## config.mk

```make
export PLATFORM = sky130hd
export DESIGN_NAME = inst_encoder
export DESIGN_NICKNAME = d
export VERILOG_FILES = /design/src/rtl/inst_encoder_pkg.sv /design/src/rtl/inst_encoder_pack.sv /design/src/rtl/inst_encoder.sv
export SDC_FILE = /design/constraint.sdc
export NUM_CORES = 1
export LEC_CHECK = 0
export CORE_MARGIN = 5
export CORE_UTILIZATION = 47
export DETAILED_ROUTE_END_ITERATION = 8
export PLACE_DENSITY = 0.87
export SETUP_SLACK_MARGIN = 0.2
export SLEW_MARGIN = 15
export SYNTH_ARGS = -nofsm -noshare
export SYNTH_HDL_FRONTEND = slang
export SYNTH_HIERARCHICAL = 1
export SYNTH_SLANG_ARGS = --single-unit
```

## constraint.sdc

```tcl
create_clock -name clk -period 3.7 [get_ports clk]
set_clock_uncertainty 0.2 [all_clocks]
set_input_delay 0.555 -clock clk [delete_from_list [all_inputs] [get_ports clk]]
set_output_delay 0.555 -clock clk [all_outputs]
set_load 0.02 [all_outputs]
```

## src/rtl/inst_encoder_pkg.sv

```systemverilog
// Shared definitions for the instruction encoder: format codes, base opcodes
// and the build-time switch for immediate range checking.
// Build option: define IMM_RANGE_CHECK_EN to flag immediates that do not fit
// their instruction format.
package inst_encoder_pkg;

  // Instruction format selector carried on in_fmt; codes 6 and 7 are illegal
  typedef enum logic [2:0] {
    INST_FMT_R      = 3'd0,
    INST_FMT_I_ALU  = 3'd1,
    INST_FMT_I_LOAD = 3'd2,
    INST_FMT_S      = 3'd3,
    INST_FMT_B      = 3'd4,
    INST_FMT_J      = 3'd5
  } inst_fmt_e;

  // Base opcodes for each supported format
  localparam logic [6:0] OPCODE_OP     = 7'b0110011;
  localparam logic [6:0] OPCODE_OP_IMM = 7'b0010011;
  localparam logic [6:0] OPCODE_LOAD   = 7'b0000011;
  localparam logic [6:0] OPCODE_STORE  = 7'b0100011;
  localparam logic [6:0] OPCODE_BRANCH = 7'b1100011;
  localparam logic [6:0] OPCODE_JAL    = 7'b1101111;

  // Widths of the signed immediates each format can carry
  localparam int IMM_BITS_I = 12;
  localparam int IMM_BITS_B = 13;
  localparam int IMM_BITS_J = 21;

  // Range checking is compiled in or out as a constant gate so the checker
  // logic stays connected in both builds
`ifdef IMM_RANGE_CHECK_EN
  localparam logic IMM_RANGE_CHECK = 1'b1;
`else
  localparam logic IMM_RANGE_CHECK = 1'b0;
`endif

endpackage

```

## src/rtl/inst_encoder_pack.sv

```systemverilog
// Combinational field packer: builds the 32-bit instruction word from the
// decoded fields and flags illegal formats and out-of-range immediates.
// Build option: IMM_RANGE_CHECK_EN enables the immediate range flag.
module inst_pack
  import inst_encoder_pkg::*;
(
  input  logic [2:0]  i_fmt,
  input  logic [4:0]  i_rd,
  input  logic [4:0]  i_rs1,
  input  logic [4:0]  i_rs2,
  input  logic [2:0]  i_funct3,
  input  logic [6:0]  i_funct7,
  input  logic [31:0] i_imm,
  output logic [31:0] o_inst,
  output logic        o_illegal,
  output logic        o_rangeErr
);

  logic w_fitsI;
  logic w_fitsB;
  logic w_fitsJ;
  logic w_rangeRaw;

  // An immediate fits N signed bits when every bit above N-2 matches the sign bit
  assign w_fitsI = (i_imm[31:IMM_BITS_I-1] == {(33-IMM_BITS_I){i_imm[IMM_BITS_I-1]}});
  assign w_fitsB = (i_imm[31:IMM_BITS_B-1] == {(33-IMM_BITS_B){i_imm[IMM_BITS_B-1]}});
  assign w_fitsJ = (i_imm[31:IMM_BITS_J-1] == {(33-IMM_BITS_J){i_imm[IMM_BITS_J-1]}});

  // Scatter the fields into their positions for the selected format; fields a format does not use stay zero
  always_comb begin
    o_inst     = '0;
    o_illegal  = 1'b0;
    w_rangeRaw = 1'b0;
    case (i_fmt)
      INST_FMT_R: begin
        o_inst = {i_funct7, i_rs2, i_rs1, i_funct3, i_rd, OPCODE_OP};
      end
      INST_FMT_I_ALU: begin
        o_inst     = {i_imm[11:0], i_rs1, i_funct3, i_rd, OPCODE_OP_IMM};
        w_rangeRaw = !w_fitsI;
      end
      INST_FMT_I_LOAD: begin
        o_inst     = {i_imm[11:0], i_rs1, i_funct3, i_rd, OPCODE_LOAD};
        w_rangeRaw = !w_fitsI;
      end
      INST_FMT_S: begin
        o_inst     = {i_imm[11:5], i_rs2, i_rs1, i_funct3, i_imm[4:0], OPCODE_STORE};
        w_rangeRaw = !w_fitsI;
      end
      INST_FMT_B: begin
        o_inst     = {i_imm[12], i_imm[10:5], i_rs2, i_rs1, i_funct3,
                      i_imm[4:1], i_imm[11], OPCODE_BRANCH};
        w_rangeRaw = !w_fitsB | i_imm[0];
      end
      INST_FMT_J: begin
        o_inst     = {i_imm[20], i_imm[10:1], i_imm[11], i_imm[19:12], i_rd, OPCODE_JAL};
        w_rangeRaw = !w_fitsJ | i_imm[0];
      end
      default: begin
        o_illegal = 1'b1;
      end
    endcase
  end

  assign o_rangeErr = IMM_RANGE_CHECK & w_rangeRaw;

endmodule

```

## src/rtl/inst_encoder.sv

```systemverilog
// Instruction encoder top: valid/ready input stream, one registered output
// stage carrying the packed word and its imem byte address, an
// auto-incrementing address counter and a sticky error flag.
// Build option: define IMM_RANGE_CHECK_EN to also raise err on immediates
// that do not fit their format.
module inst_encoder
  import inst_encoder_pkg::*;
#(
  parameter int                    ADDR_WIDTH = 32,
  parameter int                    ADDR_STEP  = 4,
  parameter logic [ADDR_WIDTH-1:0] RESET_ADDR = '0
) (
  input  logic                  clk,
  input  logic                  rst,
  input  logic                  in_valid,
  output logic                  in_ready,
  input  logic [2:0]            in_fmt,
  input  logic [4:0]            in_rd,
  input  logic [4:0]            in_rs1,
  input  logic [4:0]            in_rs2,
  input  logic [2:0]            in_funct3,
  input  logic [6:0]            in_funct7,
  input  logic [31:0]           in_imm,
  input  logic                  addr_load,
  input  logic [ADDR_WIDTH-1:0] addr_base,
  output logic                  out_valid,
  input  logic                  out_ready,
  output logic [31:0]           out_inst,
  output logic [ADDR_WIDTH-1:0] out_addr,
  output logic                  err,
  input  logic                  err_clr
);

  localparam logic [ADDR_WIDTH-1:0] STEP = ADDR_WIDTH'(ADDR_STEP);

  logic                  r_valid;
  logic [31:0]           r_inst;
  logic [ADDR_WIDTH-1:0] r_addr;
  logic                  r_err;

  logic [31:0] w_packed;
  logic        w_illegal;
  logic        w_rangeErr;
  logic        w_inBeat;
  logic        w_outBeat;
  logic        w_errEvent;

  inst_pack u_pack (
    .i_fmt      (in_fmt),
    .i_rd       (in_rd),
    .i_rs1      (in_rs1),
    .i_rs2      (in_rs2),
    .i_funct3   (in_funct3),
    .i_funct7   (in_funct7),
    .i_imm      (in_imm),
    .o_inst     (w_packed),
    .o_illegal  (w_illegal),
    .o_rangeErr (w_rangeErr)
  );

  // Handshakes are masked during reset so nothing is accepted or delivered in the reset cycle
  assign in_ready   = !rst & (!r_valid | out_ready);
  assign out_valid  = !rst & r_valid;
  assign out_inst   = r_inst;
  assign out_addr   = r_addr;
  assign err        = r_err;

  assign w_inBeat   = in_valid & in_ready;
  assign w_outBeat  = out_valid & out_ready;
  assign w_errEvent = w_illegal | w_rangeErr;

  // Output stage: a new beat overwrites the register, a drained beat with nothing behind it empties it
  always_ff @(posedge clk) begin
    if (rst) begin
      r_valid <= 1'b0;
      r_inst  <= '0;
    end else if (w_inBeat) begin
      r_valid <= 1'b1;
      r_inst  <= w_packed;
    end else if (w_outBeat) begin
      r_valid <= 1'b0;
    end
  end

  // Address counter: a load wins over the post-beat increment; wraparound is natural modulo arithmetic
  always_ff @(posedge clk) begin
    if (rst) begin
      r_addr <= RESET_ADDR;
    end else if (addr_load) begin
      r_addr <= addr_base;
    end else if (w_outBeat) begin
      r_addr <= r_addr + STEP;
    end
  end

  // Sticky error: a new error on an accepted beat beats a simultaneous clear
  always_ff @(posedge clk) begin
    if (rst) begin
      r_err <= 1'b0;
    end else if (w_inBeat & w_errEvent) begin
      r_err <= 1'b1;
    end else if (err_clr) begin
      r_err <= 1'b0;
    end
  end

endmodule

```

==> results.json, run 1 <==
{
  "status": "finished clean",
  "synth.distinct_cells": 58,
  "io_pins": 165,
  "arrival_ns": 2.03,
  "first_pass_iters": 6,
  "finalSetupViolations": 0,
  "p_per_area_nw_per_um2": 347.2,
  "yosysMostFrequentCell": "dfxtp_1",
  "grt_pass1_vias": 4084,
  "layout.cells.non_filler": 754,
  "synthTopCellsByArea": "dfxtp_1, nand2b_1, nand2_1",
  "gp_congestion": 0.9812,
  "coreArea_um2": 8258,
  "p_leak_uw": 0.002051,
  "num_vias": 4308,
  "antenna_found_initial": 0,
  "avgSynthCellArea_um2": 7.814,
  "synthMuxAreaShare_pct": 3.046,
  "synth_top_family_by_area": "simple AND/OR/NAND/NOR gates",
  "cpPeakStageDelay_ns": 0.60,
  "synth-edff-count": 0,
  "syn_area_um2": 3985,
  "cts_tree": "built",
  "die_w_um": 102.1,
  "die_area_um2": 10420,
  "synth_top_area_share_pct": 33.16,
  "port_buffers": 153,
  "gr-total-overflow": 0,
  "ys_seq_elements": 66,
  "synth_warnings": 6,
  "cp_slowest_cell": "clkdlybuf4s50_1",
  "dp_worst_setup_slack_ns": 0.8476,
  "ir_drop_mv": 0.1669,
  "fin_ws_ns": 0.9104,
  "finalHoldViolations": 0,
  "whs_ns": 0.2707,
  "die_h_um": 102.1,
  "finalCritPeriodShare_pct": 75.39,
  "cts.sinks": 66,
  "cts_buffer_depth": 2,
  "cts.clk_slew.worst_paths_ns": 0.07,
  "seq_area_frac_synth_pct": 33.16,
  "slew_viol_final": 0,
  "cap_viol_max_count": 0,
  "numPlacedInstances": 738,
  "avgRoutedWirePerCell_um": 15.82,
  "syn2layout_area_growth_pct": 44.46,
  "cts_max_level": 3,
  "end_kind": "primary output",
  "rsz0062_at_grt": "no",
  "routed_wl_mm": 11.93,
  "synthXorXnorAreaFrac_pct": 2.637,
  "cts_hold_buf": 0,
  "synth_adder_area_share_pct": 0.3140,
  "first_iter_violations": 159,
  "drive_above_1_share_pct": 6.317,
  "viasPerCell": 5.714,
  "clk_latency_ns": 0.34,
  "critPathMostFrequentCell": "clkdlybuf4s50_1",
  "critPathKind": "in2out",
  "crit_chain": "clkdlybuf4s50_1 -> and2b_1 -> nor2_1 -> clkdlybuf4s50_1",
  "clockRootBuffer": "clkbuf_8",
  "final.setup.tns_ns": 0,
  "syn_inst": 510,
  "synth_compound_area_share_pct": 23.58,
  "cts_resized": 0,
  "grt_max_degree": 66,
  "fmax_ghz": 0.3585,
  "max_slew.worst_pin.slew_ns": 1.010,
  "drc": 0,
  "syn_nets": 609,
  "setup.worst_path.start_class": "input port",
  "relSlewSlack_pct": 32.43,
  "hp-class": "reg2reg",
  "yosysTopAreaCell": "dfxtp_1",
  "grt.total_usage_pct": 22.61,
  "initial_core_util_pct": 48.26,
  "numCtsBuffers": 9,
  "finalCriticalPeriod_ns": 2.790,
  "std_cell_rows": 33,
  "antenna_cells": 0,
  "synthArstFlopShare_pct": 0,
  "worst-path-max-fanout": 5,
  "antenna_left": 0,
  "synth_ff_type": "dfxtp_1",
  "dp_hpwl_mm": 8.703,
  "grt_pass1_wl_mm": 19.29,
  "postCtsSetupBuffers": 0,
  "synthSimpleGateAreaFrac_pct": 29.70,
  "fin_nets": 743,
  "synth_common_cells": "dfxtp_1, nand2_1, o21ai_0",
  "cp.required_ns": 2.94
}
==> kinds of logic (layout without fill, tap and decap cells) <==
| logic type | after synthesis | after routing |
|---|---|---|
| simple gates | 217 | 217 |
| flops | 66 | 66 |
| other cells | 1 | 1 |
| compound gates | 137 | 137 |
| mux | 12 | 12 |
| buf+inv | 64 | 203 |
| fa+ha+maj | 1 | 1 |
| xor+xnor | 12 | 12 |
==> report_power, final <==
group          switching (uW)  internal [uW]  total, uW
sequential               51.8            759        811
clock                     287            434        721
combinational             220            247        467
==> sequential cells by signal, indices dropped and copies added (netlist names) <==
| register | cells |
|---|---|
| out_addr | 32 |
| out_inst | 32 |
| r_valid | 1 |
| err | 1 |
==> per-layer routing <==
| metal | up-vias | global-route usage, % | wire length (um) |
|---|---|---|---|
| li1 | 2123 | - | - |
| met1 | 1957 | 27.68 | 4795 |
| met2 | 201 | 38.23 | 5614 |
| met3 | 27 | 6.416 | 1246 |
| met4 | 0 | 7.568 | 269 |
| met5 | - | 0 | 0 |
==> path summary, 6_finish.rpt <==
kind | cells after the start | start | endpoint | slack (ns)
max | 4 | out_ready | in_ready | 0.91
min | 2 | out_inst[28] | out_inst[28] | 0.27
max reg2reg | 5 | out_addr[2] | out_addr[22] | 1.18
min reg2reg | 2 | out_inst[28] | out_inst[28] | 0.27
==> placed cells by master, fill, tap and decap left out, types with 2 or more instances in the layout <==
cell type,n
nand2b_1,35
dfxtp_1,66
or4_1,4
nor4_1,13
a211oi_1,16
a21oi_1,8
nand2_1,55
o21ai_0,36
xor2_1,2
o22ai_1,18
a211o_1,2
a2bb2oi_1,8
nand3_1,9
clkdlybuf4s50_1,152
or3_1,3
or4b_2,2
clkbuf_8,12
bufinv_16,2
a311oi_1,7
nor2_2,2
xnor2_1,10
nand4_1,8
o31ai_1,5
a221oi_1,4
mux2i_1,11
buf_4,11
nor2_1,32
and4_1,6
and3_1,6
nor2b_1,14
a2111oi_0,4
and2_1,5
nor3b_1,2
nor3_1,10
inv_1,23
a22oi_1,10
o2bb2ai_1,6
a31oi_1,7
or4_4,2
==> stage by stage <==
stage / cell area, um2 / total power, uW / util, %
floorplan: 3985 / 1057 / -
global placement: 5519 / 1278 / 66.83
detailed placement: 5519 / 1290 / 66.83
CTS: 5757 / 2007 / 69.71
global route: 5757 / 2083 / 69.71
finish: 5757 / 1999 / 69.71
==> worst max-delay path: cells and delay by family <==
| family | cells | cell delay, ns |
|---|---|---|
| simple gates | 2 | 0.34 |
| buf+inv | 2 | 1.14 |
==> area by class of cell <==
| type | instances | area, um2 |
|---|---|---|
| fillers | 665 | 2501 |
| multi-input cells | 380 | 2371 |
| clock inverters | 4 | 72.57 |
| repair buffers | 164 | 1609 |
| clock buffers | 12 | 165.2 |
| inverters | 23 | 86.33 |
| flip-flops and latches | 66 | 1321 |
| well taps | 105 | 131.4 |
Power figures use the tool's default switching activity.
==> inputs of run 2 (changes only) <==
Settings changed: CORE_UTILIZATION 47 to 39, PLACE_DENSITY 0.87 to 0.77.
Clock period 3.7 ns to 2.5 ns, I/O delays scaled along.
==> results.json, run 2 (synthesis gave the netlist of run 1 again) <==
{
  "io_pins": 165,
  "hold_start": "out_inst[10]",
  "avgRoutedWirePerCell_um": 15.76,
  "setup.worst_path.start_class": "input port",
  "net-switching-power_uw": 807.3,
  "cpPeakStageDelay_ns": 0.55,
  "critPathKind": "in2reg",
  "grt.total_usage_pct": 19.72,
  "clkPwrFrac_pct": 31.3,
  "die_w_um": 111.1,
  "finalHoldViolations": 0,
  "cts_hold_buf": 0,
  "finalCritPeriodShare_pct": 90.21,
  "power_uw": 2795,
  "antenna_cells": 0,
  "viasPerCell": 5.551,
  "gr-total-overflow": 0,
  "gp_congestion": 0.8921,
  "postCtsSetupBuffers": 0,
  "r2r_end": "out_addr[22]",
  "cts.sinks": 66,
  "die_h_um": 111.1,
  "crit_family": "simple AND/OR/NAND/NOR gates",
  "path_buf_inv": 1,
  "whs_ns": 0.2775,
  "finalCriticalPeriod_ns": 2.255,
  "max_slew.worst_pin.slew_ns": 0.6326,
  "n_fill_cell": 920,
  "p_leak_uw": 0.002123,
  "initial_core_util_pct": 39.31,
  "drc": 0,
  "final_common_cell": "clkdlybuf4s50_1",
  "antenna_left": 0,
  "finalSetupViolations": 0,
  "cts.clk_slew.worst_paths_ns": 0.07,
  "ir_drop_mv": 0.2432,
  "hp-class": "reg2reg",
  "grt_max_degree": 66,
  "p_per_area_nw_per_um2": 471.8,
  "antenna_found_initial": 0,
  "dp_hpwl_mm": 9.408,
  "numCtsBuffers": 9,
  "crit_chain": "clkdlybuf4s50_1 -> nand4b_2 -> or4_4 -> or3_1 -> a2111oi_2",
  "fin_nets": 757,
  "worst-path-max-fanout": 5,
  "p_int_uw": 1988,
  "swShare_pct": 28.88,
  "std_cell_rows": 37,
  "status": "finished clean",
  "cp.required_ns": 2.53,
  "multi_input_area_um2": 2386,
  "cts_tree": "built",
  "drive_above_1_share_pct": 8.912,
  "p_comb_share_pct": 25.8,
  "layout_common_cells": "clkdlybuf4s50_1, dfxtp_1, nand2_1, o21ai_0, nand2b_1",
  "relSlewSlack_pct": 57.82,
  "ff_latch_area_um2": 1326,
  "cts_buffer_depth": 2,
  "num_vias": 4430,
  "layout.cells.non_filler": 798,
  "syn2layout_area_growth_pct": 48.67,
  "cp_slowest_cell": "clkdlybuf4s50_1",
  "fmax_ghz": 0.4434,
  "arrival_ns": 2.28,
  "clockRootBuffer": "clkbuf_8",
  "grt_pass1_wl_mm": 20.66,
  "first_pass_iters": 7,
  "cts_max_level": 3,
  "numPlacedInstances": 783,
  "coreArea_um2": 10140,
  "rrSetupSlack_ns": 0.26,
  "die_area_um2": 12340,
  "clk_latency_ns": 0.33,
  "end_kind": "flop",
  "rsz0062_at_grt": "yes",
  "cap_viol_max_count": 0,
  "postLayoutCoreUtil_pct": 58.44,
  "reg2reg_from": "out_addr[2]",
  "slew_viol_final": 0,
  "port_buffers": 153,
  "pwr-share-seq_pct": 42.9,
  "first_iter_violations": 238,
  "grt_pass1_vias": 4289,
  "reg2reg_depth": 5,
  "min_to": "out_inst[10]",
  "whs_path_depth": 2,
  "routed_wl_mm": 12.58
}
run 2: stage by stage:
step	setup slack, ns	setup TNS (ns)	area, um2
after floorplan	0.2842	0	3988
after global placement	-0.08822	-0.2435	5723
after detailed placement	-0.1869	-0.4692	5723
after CTS	0.2047	0	5913
after global routing	0.1469	0	5924
final	0.2447	0	5924
run 2: repair_timing:
action / in CTS / in global routing
gates resized for setup: 2 / 6
setup endpoints to repair: 2 / 6
pin swaps: 0 / 1
hold endpoints to repair: 0 / 0
run 2: worst max-delay path by stage:
stage,startpoint,endpoint,slack (ns),depth (start not counted)
after detailed placement,out_ready,out_addr[26],-0.19,7
final,out_ready,out_addr[22],0.24,5
after global placement,out_ready,out_addr[24],-0.09,7
after global routing,out_ready,out_addr[22],0.15,5
after floorplan,out_addr[2],out_addr[22],0.28,5
after CTS,out_addr[2],out_addr[22],0.20,5
run 2: routing by layer:
| layer | share of wire (%) | GRT usage (%) | vias to the layer above |
|---|---|---|---|
| met5 | 0 | 0 | - |
| met4 | 2.8 | 6.326 | 0 |
| met3 | 9.7 | 7.478 | 37 |
| met2 | 47 | 33.25 | 202 |
| met1 | 41 | 23.12 | 2041 |
| li1 | - | - | 2150 |
run 2: worst min-delay path: stages, from the launching register on:
cell	delay [ns]
dfxtp_1	0.31
nand2b_1	0.06
o21ai_0	0.06
run 2: area by class of cell:
cell class	instances	share of cell area (%)
well taps	136	2.872
clock buffers	12	2.450
flip-flops and latches	66	22.39
multi-input cells	380	40.27
repair buffers	178	29.88
clock inverters	3	0.6758
inverters	23	1.457
run 2: power by group through the flow:
stage	Combinational (uW)	Sequential [uW]	Clock (uW)
after floorplan	272	1290	0
after global placement	705	1220	0
after detailed placement	718	1220	0
after CTS	721	1200	905
after global routing	777	1210	966
final	720	1200	875
